==> src/rtl/prog_loader_pkg.sv <==
// Shared constants and state encoding for the boot-time program loader.
// Frame: A5, D_CNT(LE16), I_CNT(LE16), data words, instruction words, XOR checksum.
package prog_loader_pkg;

  localparam int         DATA_WIDTH       = 32;
  localparam logic [7:0] LOADER_MAGIC     = 8'hA5;
  localparam int         LOADER_MAX_WORDS = 256;

  typedef enum logic [2:0] {
    ST_IDLE  = 3'd0,
    ST_HDR   = 3'd1,
    ST_DATA  = 3'd2,
    ST_INSTR = 3'd3,
    ST_CSUM  = 3'd4,
    ST_RUN   = 3'd5,
    ST_ERR   = 3'd6
  } state_t;

  // States in which the loader keeps accepting bytes.
  function automatic logic is_rx_state(input state_t s);
    return (s == ST_IDLE) || (s == ST_HDR) || (s == ST_DATA) ||
           (s == ST_INSTR) || (s == ST_CSUM);
  endfunction

  function automatic logic is_busy_state(input state_t s);
    return (s == ST_HDR) || (s == ST_DATA) || (s == ST_INSTR) || (s == ST_CSUM);
  endfunction

endpackage

==> src/rtl/prog_loader_word_assembler.sv <==
// Collects four bytes LSB-first into a 32-bit word; word_valid marks the 4th byte
// combinationally so the top can register the write port one cycle later.
module word_assembler
  import prog_loader_pkg::*;
(
  input  logic                  clk,
  input  logic                  rst,
  input  logic                  clr,
  input  logic                  byte_vld,
  input  logic [7:0]            byte_dat,
  output logic                  word_valid,
  output logic [DATA_WIDTH-1:0] word
);

  logic [1:0]  byte_cnt;
  logic [23:0] shreg;

  always_ff @(posedge clk) begin
    if (rst || clr) begin
      byte_cnt <= 2'd0;
    end else if (byte_vld) begin
      byte_cnt <= byte_cnt + 2'd1;
    end
  end

  always_ff @(posedge clk) begin
    if (byte_vld) begin
      shreg <= {byte_dat, shreg[23:8]};
    end
  end

  // The three earlier bytes sit in shreg, oldest in the low byte.
  assign word_valid = byte_vld && (byte_cnt == 2'd3);
  assign word       = {byte_dat, shreg};

endmodule

==> src/rtl/prog_loader.sv <==
// Boot loader: parses the framed byte stream, writes data/instruction BRAMs and
// releases the core once the checksum matches.
module prog_loader
  import prog_loader_pkg::*;
#(
  parameter int ADDR_WIDTH = 10,
  parameter int MAX_WORDS  = LOADER_MAX_WORDS
) (
  input  logic                  clk,
  input  logic                  rst,
  input  logic [7:0]            rx_dat,
  input  logic                  rx_valid,
  output logic                  rx_ready,
  output logic [ADDR_WIDTH-1:0] i_w_addr,
  output logic [DATA_WIDTH-1:0] i_w_dat,
  output logic                  i_w_enb,
  output logic [ADDR_WIDTH-1:0] d_w_addr,
  output logic [DATA_WIDTH-1:0] d_w_dat,
  output logic                  d_w_enb,
  output logic                  pc_stall,
  output logic                  i_r_enb,
  output logic                  rd_enbl,
  output logic                  d_bram_init_done,
  output logic                  busy,
  output logic                  err
);

  localparam int          IDX_W   = $clog2(MAX_WORDS) + 1;
  localparam logic [15:0] MAX_CNT = 16'(MAX_WORDS);

  state_t                  state;
  state_t                  state_nxt;
  logic                    accept;
  logic                    byte_vld;
  logic                    asm_clr;
  logic                    word_valid;
  logic [DATA_WIDTH-1:0]   word;
  logic [15:0]             hdr_d;
  logic [15:0]             hdr_i;
  logic                    hdr_bad;
  logic [IDX_W-1:0]        word_idx;
  logic [IDX_W-1:0]        d_cnt;
  logic [IDX_W-1:0]        i_cnt;
  logic [IDX_W-1:0]        cur_cnt;
  logic                    last_word;
  logic [7:0]              csum;
  logic [ADDR_WIDTH-1:0]   word_addr;

  assign accept   = rx_valid && rx_ready;
  assign byte_vld = accept && ((state == ST_HDR) || (state == ST_DATA) ||
                               (state == ST_INSTR));
  assign asm_clr  = accept && (state == ST_IDLE) && (rx_dat == LOADER_MAGIC);

  // The header is itself one little-endian word: {I_CNT, D_CNT}.
  assign hdr_d   = word[15:0];
  assign hdr_i   = word[31:16];
  assign hdr_bad = (hdr_d > MAX_CNT) || (hdr_i > MAX_CNT);

  assign cur_cnt   = (state == ST_INSTR) ? i_cnt : d_cnt;
  assign last_word = (word_idx + IDX_W'(1)) == cur_cnt;
  assign word_addr = ADDR_WIDTH'({word_idx, 2'b00});

  word_assembler u_asm (
    .clk       (clk),
    .rst       (rst),
    .clr       (asm_clr),
    .byte_vld  (byte_vld),
    .byte_dat  (rx_dat),
    .word_valid(word_valid),
    .word      (word)
  );

  always_comb begin
    state_nxt = state;
    case (state)
      ST_IDLE: begin
        if (asm_clr) state_nxt = ST_HDR;
      end
      ST_HDR: begin
        if (word_valid) begin
          if (hdr_bad)             state_nxt = ST_ERR;
          else if (hdr_d != 16'd0) state_nxt = ST_DATA;
          else if (hdr_i != 16'd0) state_nxt = ST_INSTR;
          else                     state_nxt = ST_CSUM;
        end
      end
      ST_DATA: begin
        if (word_valid && last_word)
          state_nxt = (i_cnt != '0) ? ST_INSTR : ST_CSUM;
      end
      ST_INSTR: begin
        if (word_valid && last_word) state_nxt = ST_CSUM;
      end
      ST_CSUM: begin
        if (accept) state_nxt = (rx_dat == csum) ? ST_RUN : ST_ERR;
      end
      default: state_nxt = state;
    endcase
  end

  always_ff @(posedge clk) begin
    if (rst) begin
      state            <= ST_IDLE;
      rx_ready         <= 1'b0;
      busy             <= 1'b0;
      err              <= 1'b0;
      pc_stall         <= 1'b1;
      i_r_enb          <= 1'b0;
      rd_enbl          <= 1'b0;
      d_bram_init_done <= 1'b0;
      i_w_enb          <= 1'b0;
      d_w_enb          <= 1'b0;
      i_w_addr         <= '0;
      d_w_addr         <= '0;
      i_w_dat          <= '0;
      d_w_dat          <= '0;
      word_idx         <= '0;
      csum             <= 8'd0;
    end else begin
      state            <= state_nxt;
      rx_ready         <= is_rx_state(state_nxt);
      busy             <= is_busy_state(state_nxt);
      err              <= (state_nxt == ST_ERR);
      pc_stall         <= (state_nxt != ST_RUN);
      i_r_enb          <= (state_nxt == ST_RUN);
      rd_enbl          <= (state_nxt == ST_RUN);
      d_bram_init_done <= (state_nxt == ST_RUN);
      d_w_enb          <= word_valid && (state == ST_DATA);
      i_w_enb          <= word_valid && (state == ST_INSTR);

      if (asm_clr)       csum <= 8'd0;
      else if (byte_vld) csum <= csum ^ rx_dat;

      if (word_valid) begin
        case (state)
          ST_HDR: word_idx <= '0;
          ST_DATA: begin
            d_w_addr <= word_addr;
            d_w_dat  <= word;
            word_idx <= last_word ? '0 : word_idx + IDX_W'(1);
          end
          ST_INSTR: begin
            i_w_addr <= word_addr;
            i_w_dat  <= word;
            word_idx <= last_word ? '0 : word_idx + IDX_W'(1);
          end
          default: word_idx <= word_idx;
        endcase
      end
    end
  end

  // Image sizes are only meaningful after a header that passed the limit check.
  always_ff @(posedge clk) begin
    if ((state == ST_HDR) && word_valid) begin
      d_cnt <= hdr_d[IDX_W-1:0];
      i_cnt <= hdr_i[IDX_W-1:0];
    end
  end

endmodule

==> config.mk <==
export PLATFORM = sky130hd
export DESIGN_NAME = prog_loader
export DESIGN_NICKNAME = d
export VERILOG_FILES = /design/src/rtl/prog_loader_pkg.sv /design/src/rtl/prog_loader_word_assembler.sv /design/src/rtl/prog_loader.sv
export SDC_FILE = /design/constraint.sdc
export NUM_CORES = 1
export LEC_CHECK = 0
export CAP_MARGIN = 20
export CORE_ASPECT_RATIO = 2
export CORE_MARGIN = 3
export CORE_UTILIZATION = 52
export DETAILED_ROUTE_END_ITERATION = 6
export GPL_ROUTABILITY_DRIVEN = 0
export PLACE_DENSITY = 0.76
export SLEW_MARGIN = 10
export SYNTH_ARGS = -nofsm -noshare
export SYNTH_HDL_FRONTEND = slang
export SYNTH_HIERARCHICAL = 1
export SYNTH_SLANG_ARGS = --single-unit
==> constraint.sdc <==
create_clock -name clk -period 9.4 [get_ports clk]
set_input_delay 2.35 -clock clk [delete_from_list [all_inputs] [get_ports clk]]
set_output_delay 2.35 -clock clk [all_outputs]
set_load 0.01 [all_outputs]
# --- After elaboration in Yosys (flattened, before gate mapping) ---
# Cells that the tools add are included.
totals:
  word_cells: 83
  latch_bits: 0
  rom_bits: 0
  n_memories: 0
  regBits: 151
  mem_bits_rw: 0
  in_bits: 11
op_classes:
  magnitude_cmp: 2
  n_shift: 0
  div: 0
  eq_ne: 15
  n_mul: 0
  bitwise_logic: 1
  reduce_logical: 31
  muxes: 14
  addsub: 2
op_table:
  columns: ["cell", "count"]
  rows:
  - ["$gt 16x9->1 const B", 2]
  - ["$reduce_bool 16->1", 2]
  - ["$mux 3", 9]
  - ["$mux 9", 2]
  - ["$pmux 9 s2", 1]
  - ["$pmux 3 s5", 1]
  - ["$eq 3x2->1 const B", 4]
  - ["$eq 3x3->1 const B", 4]
  - ["$logic_or 1x1->1", 11]
  - ["$add 9x1->9 const B", 1]
  - ["$eq 9x9->1", 1]
  - ["$logic_and 1x1->1", 9]
  - ["$reduce_bool 9->1", 1]
  - ["$eq 8x8->1", 1]
  - ["$eq 8x8->1 const B", 1]
  - ["$xor 8x8->8", 1]
  - ["$eq 3x1->1 const B", 2]
  - ["$logic_not 3->1", 2]
  - ["$reduce_and 2->1", 3]
  - ["$reduce_or 2->1", 2]
  - ["$ne 3x3->1 const B", 1]
  - ["$add 2x1->2 const B", 1]
  - ["$eq 2x2->1 const B", 1]
  - ["$mux 2", 1]
  - ["$reduce_bool 2->1", 1]

# --- Longest topological paths before layout ---
# Gate-level depths: netlist (run 1).
depth:
  word_depth: 13
  depth_mapped: 12

# --- Modules after synthesis ---
# The synthesis (run 1) kept the hierarchy.
modules_own_cells:
  columns: ["mod", "area_each_um2", "instances", "cells_each"]
  rows:
  - ["prog_loader", 5062.4, 1, 582]
  - ["word_assembler", 879.6, 1, 40]

# --- Worst setup path after synthesis (run 1) ---
# OpenSTA, ideal clock, no wires.
synth_timing:
  kind: "input -> register"
  startpoint: "input port rx_valid"
  endpoint: "register busy"
  path_stages: 11
  setup_time_ns: 0.121
  arrival_time_ns: 7.101
  path_buffers: 0
  path_slack_ns: 2.178
  path_cell_list: "nand2_1 > nor3_1 > and2_2 > nor2b_1 > and2_1 > o41ai_1 > o21ai_0 > a21oi_1 > a41o_2 > nand2b_1 > mux2_4"
synth_via:
  elab_chain_cells: 10
synth_lines:
  columns: ["element", "line", "rtl"]
  rows:
  - ["start: declaration", "prog_loader.sv:12", "input logic rx_valid,"]
  - ["$logic_and 1x1->1 (*)", "prog_loader.sv:49", "assign accept = rx_valid && rx_ready;"]
  - ["$logic_and 1x1->1 (*)", "prog_loader.sv:50", "assign byte_vld = accept && ((state == ST_HDR) || (state == ST_DATA) ||"]
  - ["named net byte_vld", "prog_loader.sv:34", "logic byte_vld;"]
  - ["$logic_and 1x1->1 (*)", "prog_loader_word_assembler.sv:33", "assign word_valid = byte_vld && (byte_cnt == 2'd3);"]
  - ["named net word_valid", "prog_loader.sv:36", "logic word_valid;"]
  - ["$logic_and 1x1->1", "prog_loader.sv:88, prog_loader.sv:92", null]
  - ["$mux 3 (on tied branches)", "prog_loader.sv:92, prog_loader.sv:88", null]
  - ["$pmux 3 s5 (*)", "prog_loader.sv:75", "case (state)"]
  - ["$eq 3x1->1 or $eq 3x2->1 (tied branches)", "prog_loader_pkg.sv:26", "return (s == ST_HDR) || (s == ST_DATA) || (s == ST_INSTR) || (s == ST_CSUM);"]
  - ["$logic_or 1x1->1 (2 in a row)", "prog_loader_pkg.sv:26", null]
  - ["$logic_or 1x1->1 (*)", "prog_loader_pkg.sv:26", null]
  - ["end signal: assignment", "prog_loader.sv:122", "busy <= is_busy_state(state_nxt);"]
  - ["end: declaration", "prog_loader.sv:24", "output logic busy,"]
# Mark *: on every way through the listed nets, which the timed path passes. The rest lies on a longest branch.
# A chain may end at the register's enable or synchronous reset.

# --- Worst setup path after layout (run 1) ---
# Same ends and word-level chain as after synthesis.

==> results of run 1 <==
registers in the layout, indices dropped and copies added (netlist names):
register	count
d_w_enb	1
i_w_enb	1
i_w_addr	8
u_asm/byte_cnt	2
u_asm/shreg	24
word_idx	9
err	1
d_w_addr	8
d_w_dat	32
busy	1
i_w_dat	32
d_cnt	9
csum	8
pc_stall	1
d_bram_init_done	1
rx_ready	1
i_cnt	9
state	3
cell families (layout without fill, tap and decap cells):
family	after synthesis	count (layout)	share of synthesized area, %
compound gates	112	112	10.6
simple gates	259	259	18.9
other cells	1	4	0.0631
xor+xnor	30	30	5.35
flops	151	151	57.9
mux	12	12	2.13
fa+ha+maj	2	2	0.421
buf+inv	55	135	4.61
worst max-delay path by stage:
stage / endpoint / slack (ns) / cells past startpoint
global route: busy / 3.39 / 13
CTS: busy / 3.71 / 13
finish: busy / 3.73 / 13
floorplan: busy / 2.18 / 11
detailed placement: busy / 3.30 / 13
global placement: busy / 3.49 / 13
final cells by class:
type                            count  area, µm²
Clock buffer                       21        503
Sequential cell                   151       3440
Fill cell                         853       3540
Inverter                            1       3.75
Clock inverter                     11       83.8
Tap cell                          140        175
Timing Repair Buffer              102       1010
Multi-Input combinational cell    419       2250
cell usage in the layout (no fill, tap or decap), drive strengths merged, types with 10 or more instances in the layout:
master         netlist  final
nand2              176    176
dfxtp              109    109
clkdlybuf4s50        0     98
a21oi               86     86
edfxtp              42     42
nor2                30     30
clkbuf              35     21
xnor2               13     13
xor2                13     13
mux2i               10     10
nand3               10     10
through the flow:
stage / util [%] / cells / instance area (µm²) / hold slack (ns)
2_1_floorplan: - / 625 / 5950 / 0.450
3_5_place_dp: 62.5 / 813 / 6880 / 0.445
6_report: 67.8 / 845 / 7470 / 0.451
5_1_grt: 67.8 / 845 / 7470 / 0.471
3_3_place_gp: 62.5 / 813 / 6880 / 0.441
4_1_cts: 67.8 / 845 / 7470 / 0.454
power groups by stage:
| stage | clock [mW] | sequential (mW) | combinational, mW |
|---|---|---|---|
| final | 0.657 | 0.675 | 0.0326 |
| after global routing | 0.690 | 0.676 | 0.0355 |
| after CTS | 0.663 | 0.675 | 0.0326 |
| after detailed placement | 0 | 0.690 | 0.0325 |
| after global placement | 0 | 0.689 | 0.0317 |
| after floorplan | 0 | 0.688 | 0.0241 |
per-layer routing:
metal,global-route usage [%],vias to the layer above
met1,23.4,2209
met2,45.0,145
met3,5.21,38
met4,12.5,0
met5,0,-
li1,-,2228
worst max-delay path: stages:
cell and delay (ns):
clkdlybuf4s50_1 0.48, nand2_1 0.09, nor3_2 0.15, buf_4 0.39
and2_2 0.27, nor2b_1 0.37, and2_1 0.73, o41ai_1 0.24
o21ai_0 0.13, a21oi_1 0.08, a41o_2 0.28, nand2b_1 0.12
mux2_4 0.30
==> run metrics, run 1 <==
Tot GR Track Use 23.9%; # DRC 0; worst reg2reg setup slack 5.56 ns; nature of the critical path endpoint flip-flop; Worst R2R Path Depth 12; Crit Reg-Reg Startpoint state[1]; WL/cell 16.9 µm; Yosys reg bits 151; final hold violation count 0; min cycle time layout 5.67 ns; Num CTS Buffers 17; Leak 2.53 nW; Die ar. around 0.013 mm²; Critical path origin rx_valid; Synth Flop Type dfxtp_1; endpoints failing setup 0; CP Data Required Time 9.71 ns; postcts setup bufs 0; PnR worst setup slack 3.73 ns; Crit Path Category primary input to flip-flop; number of hold buffers added after cts 0; sum of negative setup slack 0 ns; Post-DP HPWL 9770 µm; Worst Hold Launch d_w_addr[7]; core footprint around 0.011 mm²; post-CTS sizing 0; Final Cycle Share 60.4%; crit path max fanout 35; RSZ-0062 raised after global routing no; DRT antenna net count 0; I/O pins 104; hold endpoint d_w_addr[7]; Syn Inst Count slightly above 600; nets 705; Internal between 1 and 1.5 mW; Die W 81.6 µm; first-pass GRT wire length 23100 µm; root buffer cell clkbuf_16; Peak VDD IR 151 µV; Clock Pin Slew Worst Setup and Hold Paths 0.06 ns; hold crit path type flip-flop to flip-flop; H-tree lvl count 4; Port Buf Inserts 99; Starting Density 54.0%; initial antenna violation count 0; asr flop ratio synth 0%; layout cell share with drive strength beyond 1 7.23%; routed vias 4620; reg2reg end busy; switching share of total power 21.7%; FP Rows 54; post-synth cell types 50; GRT overflow 0; Setup Skew 0.00736 ns; CP startpoint kind primary input; DR pass1 iterations 5; vias in the first global route roughly 4600; Top Layer Used met4; max-cap violations 0; fmax between 0.15 and 0.2 GHz; DR vias/cell 5.47; Chip Height ~160 µm; CTS tree yes; ranking of synthesized cells by area dfxtp_1, edfxtp_1, nand2_1; Clock Path Buffers 2; Least-Margin Pin Slew 1.01 ns; WP data arrival 5.98 ns; Max Slew Vio Count 0; sequential area share after synthesis 57.9%; cell with the most instances after synthesis nand2_1; area leader, netlist dfxtp_1; Sw Pwr 296 µW; Rel. slew slack between 30% and 40%; Post-synth EDFFs 42; P per Cell Area 183 mW/mm²; Synth Cell Area 0.00594 mm²; routed wire length 14300 µm; 1st-iter DRT viols 235; Hold Path Depth 2; n_diodes 0; pre-CTS WS approximately 3.3 ns; area grow syn2layout 25.7%; Ys Warns 6; met2 wire len 8170 µm; pin count of the biggest net entering global routing 100; syn_area_per_cell 9.55 µm²; clk sink count 151; routed wl met3 roughly 650 µm; Worst-Skew Late Latency between 0.4 and 0.5 ns; Synth top area share a little under two fifths; Clock Power Share 48.1%; combinational power share 2.4%; WL met1 just under 5000 µm; Post-synth top cells nand2_1, dfxtp_1, a21oi_1; sequential share of power approximately 50%; status complete, no violations; total power 1.36 mW
(Power assumes the default switching activity.)
==> run 2: changes to the inputs <==
CORE_UTILIZATION = 47   (was 52)
PLACE_DENSITY = 0.72   (was 0.76)
clock period = 4.55 ns   (was 9.4 ns; I/O delays follow)
==> run 2 against run 1 <==
Cell count up 1.3%. Final area up 0.27%. Setup slack worse by 2.7 ns. Via count down 1.4%. Sequential share of layout area down 0.12 points. Register-to-register slack worse by 4.3 ns.
==> run metrics, run 2 (same netlist as run 1, synthesis figures left out) <==
Regs by FF count d_w_dat: 32 flops, i_w_dat: 32 flops, u_asm/shreg: 24 flops (unchanged); CP Data Required Time 4.86 ns (was 9.71 ns); Die ar. 0.0141 mm² (was 0.0128 mm²); routed vias 4554 (was 4620); Port Buf Inserts 99 (unchanged); P per Cell Area 370 mW/mm² (was 183 mW/mm²); post-CTS sizing 0 (unchanged); Max Slew Vio Count 0 (unchanged); CTS tree yes (unchanged); first-pass GRT wire length 22900 µm (was 23100 µm); Clock Pin Slew Worst Setup and Hold Paths 0.06 ns (about the same); 1st-iter DRT viols 204 (was 235); initial antenna violation count 0 (unchanged); min cycle time layout 3.55 ns; root buffer cell clkbuf_16 (unchanged); Rel. slew slack 43.9% (was 33.0%); number of hold buffers added after cts 0 (unchanged); Peak VDD IR 295 µV (was 151 µV); n_diodes 0 (unchanged); Die W 85.5 µm (was 81.6 µm); Least-Margin Pin Slew 0.842 ns (was 1.01 ns); crit path max fanout 7 (was 35); I/O pins 104 (unchanged); Starting Density 48.4% (was 54.0%); vias in the first global route 4540 (was 4646); DR pass1 iterations 4 (was 5); endpoints failing setup 0 (unchanged); total power 2.77 mW (was 1.36 mW); area grow syn2layout 26.0% (was 25.7%); most frequent cells in the layout nand2_1, dfxtp_1, clkdlybuf4s50_1 (unchanged); RSZ-0062 raised after global routing no (unchanged); Crit Path Category primary input to flip-flop (unchanged); hold crit path type flip-flop to flip-flop (unchanged); FP Rows 57 (was 54); DR vias/cell 5.32 (was 5.47); postcts setup bufs 0 (unchanged); core footprint 0.0123 mm² (was 0.0110 mm²); max-cap violations 0 (unchanged); # DRC 0 (unchanged); commonest non-fill, non-tap cell in the layout nand2_1 (unchanged); clk sink count 151 (unchanged); sum of negative setup slack 0 ns (unchanged); routed wire length 14400 µm (was 14300 µm); WL/cell 16.9 µm (about the same); Setup Skew 0.00893 ns (was 0.00736 ns); DRT antenna net count 0 (unchanged); status complete, no violations (unchanged); Post-DP HPWL 10300 µm (was 9770 µm); area of the multi-input gates 0.00225 mm² (about the same); Fillers 1028 (was 853); Num CTS Buffers 17 (unchanged); pin count of the biggest net entering global routing 64 (was 100); Worst-Skew Late Latency 0.42 ns (about the same); Tot GR Track Use 21.3% (was 23.9%); Clock Path Buffers 2 (unchanged); Chip Height 165 µm (was 157 µm); GRT overflow 0 (unchanged); nets 709 (was 705); layout cell share with drive strength beyond 1 7.48% (was 7.23%); CP startpoint kind primary input (unchanged); H-tree lvl count 4 (unchanged); final hold violation count 0 (unchanged); nature of the critical path endpoint flip-flop (unchanged); Leak 2.53 nW (about the same); fmax 0.281 GHz; Final Cycle Share 78.1%; WP data arrival 3.86 ns (was 5.98 ns); Reg area 0.00344 mm² (unchanged)
-- run 2: changes by cell type in the layout (fill, tap and decap cells not counted), moves of 2 or more --
cell | before | now
clkbuf_1 | 0 | 2
buf_4 | 4 | 7
clkbuf_16 | 19 | 17
inv_6 | 3 | 1
clkinv_2 | 2 | 5
-- run 2: where the power goes --
part | internal [mW] | switching (mW)
logic | 0.0254 | 0.0437
clock network | 0.764 | 0.542
registers | 1.39 | 0.00984
total | 2.17 | 0.596
-- run 2: final cells by class --
| class | instances | area share, % |
|---|---|---|
| inverter | 1 | 0.0501 |
| multi-input combinational | 419 | 30.1 |
| clock inverter | 12 | 1.37 |
| tap | 147 | 2.46 |
| clock buffer | 20 | 5.96 |
| timing repair buffer | 106 | 14.1 |
| sequential | 151 | 46.0 |
-- run 2: worst max-delay path: stages --
cell and delay, ns:
clkdlybuf4s50_1 0.57, nor4_1 0.49, nand4_1 0.26, o41ai_1 0.48
o21ai_0 0.16, a21oi_1 0.17, a41o_2 0.17, nand2b_1 0.10
mux2_4 0.31
-- run 2: routing by layer --
layer / wire length (µm) / vias to the layer above / share of wire, % / track usage, %
met5: 0 / - / 0 / 0
met4: 446 / 0 / 3.1 / 11.0
met3: 518 / 26 / 3.6 / 4.79
met2: 8260 / 107 / 57 / 40.0
met1: 5200 / 2178 / 36 / 21.2
li1: - / 2243 / - / -
-- run 2: metrics by stage --
step	hold slack (ns)	setup WS, ns	instances	instance area (µm²)	util, %
final	0.452	0.997	856	7490	61.0
after CTS	0.455	0.989	856	7490	61.0
after global placement	0.444	0.558	824	6940	56.6
after global routing	0.472	0.810	856	7490	61.0
after detailed placement	0.446	0.553	824	6940	56.6
after floorplan	0.450	0.126	625	5960	-
-- run 2: worst paths after layout --
check / startpoint / end / slack, ns / depth (start not counted)
worst max-delay path: rx_dat[3] / busy / 1.0 / 9
worst min-delay path: i_w_addr[2] / i_w_addr[2] / 0.45 / 2
worst max register to register: state[2] / word_idx[7] / 1.31 / 8
worst min register to register: i_w_addr[2] / i_w_addr[2] / 0.45 / 2
==> variant: new RTL, settings of run 1 <==
Register the output `err` once more, with the module's reset; this adds one clock of latency there. The other outputs are not delayed to match.
--- a/src/rtl/prog_loader.sv
+++ b/src/rtl/prog_loader.sv
@@ -27,6 +27,8 @@
 
   localparam int          IDX_W   = $clog2(MAX_WORDS) + 1;
   localparam logic [15:0] MAX_CNT = 16'(MAX_WORDS);
+
+  logic err_s0;
 
   state_t                  state;
   state_t                  state_nxt;
@@ -103,7 +105,7 @@
       state            <= ST_IDLE;
       rx_ready         <= 1'b0;
       busy             <= 1'b0;
-      err              <= 1'b0;
+      err_s0           <= 1'b0;
       pc_stall         <= 1'b1;
       i_r_enb          <= 1'b0;
       rd_enbl          <= 1'b0;
@@ -120,7 +122,7 @@
       state            <= state_nxt;
       rx_ready         <= is_rx_state(state_nxt);
       busy             <= is_busy_state(state_nxt);
-      err              <= (state_nxt == ST_ERR);
+      err_s0           <= (state_nxt == ST_ERR);
       pc_stall         <= (state_nxt != ST_RUN);
       i_r_enb          <= (state_nxt == ST_RUN);
       rd_enbl          <= (state_nxt == ST_RUN);
@@ -158,5 +160,13 @@
     end
   end
 
+  always_ff @(posedge clk) begin
+    if (rst) begin
+      err <= '0;
+    end else begin
+      err <= err_s0;
+    end
+  end
+
 endmodule
 
Formal check against the unedited RTL: not equivalent (a bounded check fails within 10 cycles, from zero or initial values and one cycle with rst high).
==> variant against run 1 <==
- area after synthesis is 1.8% higher
- non-clock buffer count is 2 higher
- synthesized cell count is 1.9% higher
- sequential cell count is 1 higher
- combinational power is 37% lower
- worst setup slack better by 520 ps
- highest routed layer unchanged
- largest power group unchanged
- routed wire length is 1.8% higher
- count of clock-buffer cells in the layout is 3 lower
- power is 1.9% lower
- die area is 1.7% higher
- register-to-register slack better by 440 ps
- clock skew hardly changed
- final area is 1.4% higher
- largest cell class unchanged
==> variant: results <==
{
  "max-slew-margin-rel_pct": 32.4,
  "grt_usage_pct": 24.0,
  "skew_ps": 7.74,
  "grt_pass1_vias": 4760,
  "clkLatencyLatePin_ps": 420,
  "drt-initial-drc-count": 214,
  "min_from": "err_s0$_SDFF_PP0_",
  "m1WireLength_um": 5020,
  "met2_length_um": 8520,
  "layout-drive-gt1-share_pct": 8.75,
  "hold-path-endpoint": "err$_SDFF_PP0_",
  "synthXorXnorAreaFrac_pct": 4.43,
  "ir_worst_vdd_mv": 0.203,
  "ys_seq_area_share_pct": 57.2,
  "postPlaceCellArea_um2": 7000,
  "firstDrtPassIters": 4,
  "dp_slack_ps": 3800,
  "ff2ff_path_depth": 14,
  "grt_pass1_wl_um": 23500,
  "synthAdderAreaFrac_pct": 0.414,
  "worstPathArrival_ps": 5510,
  "hpwlAfterDp_um": 10200,
  "wl_met3_um": 574,
  "clk_pin_slew_worst_paths_ps": 60,
  "rr_endpoint": "d_bram_init_done$_SDFF_PP0_",
  "synth.distinct_cells": 53,
  "power_leakage_nw": 2.59,
  "grt_max_degree": 98,
  "r2r_setup_slack_ps": 6000,
  "yosys-top-cells-area": "dfxtp_1 36%, edfxtp_1 21%, nand2_1 12%",
  "synth_common_cells": "187 x nand2_1, 110 x dfxtp_1, 88 x a21oi_1",
  "dp.cells": 830,
  "via_per_inst": 5.46,
  "hold-worst-slack_ps": 440,
  "cp_max_fo": 41,
  "hold-path-cell-count": 1,
  "synth_cells": 634,
  "status": "complete, no violations",
  "fin_nets": 720,
  "drt_wl_total_um": 14500,
  "fin_crit_ps": 5150
}
## variant: cell types whose count changed in the layout (fill, tap and decap cells not counted), moves of 4 or more
cell and delta:
inv_6 +4, nand4_1 -4, nor2_1 -10, nand2_1 +11
xnor2_1 +4, a311oi_1 -4
## variant: logic make-up (layout without fill, tap and decap cells)
logic type	after synthesis	after routing
XOR/XNOR	29	29
flip-flops	152	152
AO/OA/AOI/OAI	117	117
multiplexers	13	13
buffers and inverters	57	140
AND/OR/NAND/NOR	263	263
adder cells (fa/ha/maj)	2	2
other	1	4
## variant: per-layer routing
| layer | global-route usage, % | up-vias |
|---|---|---|
| met5 | 0 | - |
| met3 | 5.66 | 33 |
| met2 | 44.9 | 126 |
| li1 | - | 2270 |
| met1 | 23.8 | 2278 |
| met4 | 11.3 | 0 |
## variant: cell type report
type	count	area [µm²]
fill	885	3780
sequential	152	3460
multi-input combinational	428	2320
timing repair buffer	104	1020
clock buffer	18	450
tap	142	178
clock inverter	14	123
inverter	4	15.0
## variant: worst max-delay path, stage by stage
cell,delay [ps]
clkdlybuf4s50_1,490
nand2_1,100
nor3_2,150
buf_4,380
and2_2,240
inv_1,70
nor2_1,260
nand2_1,160
nor2_2,120
buf_4,380
a21oi_1,110
o21ai_1,260
nand2_1,120
inv_1,120
and3_1,170
## variant: worst max-delay path by stage
| stage | to | from | depth (start not counted) |
|---|---|---|---|
| 2_1_floorplan | busy$_SDFF_PP0_ | rx_valid | 11 |
| 3_3_place_gp | busy$_SDFF_PP0_ | rx_valid | 14 |
| 3_5_place_dp | busy$_SDFF_PP0_ | rx_valid | 14 |
| 4_1_cts | d_bram_init_done$_SDFF_PP0_ | rx_valid | 15 |
| 5_1_grt | d_bram_init_done$_SDFF_PP0_ | rx_valid | 15 |
| 6_report | d_bram_init_done$_SDFF_PP0_ | rx_valid | 15 |
## variant: power by group
part	switching, mW	internal [mW]
clock	0.285	0.364
sequential	0.000243	0.670
combinational	0.0141	0.00649
total	0.299	1.04
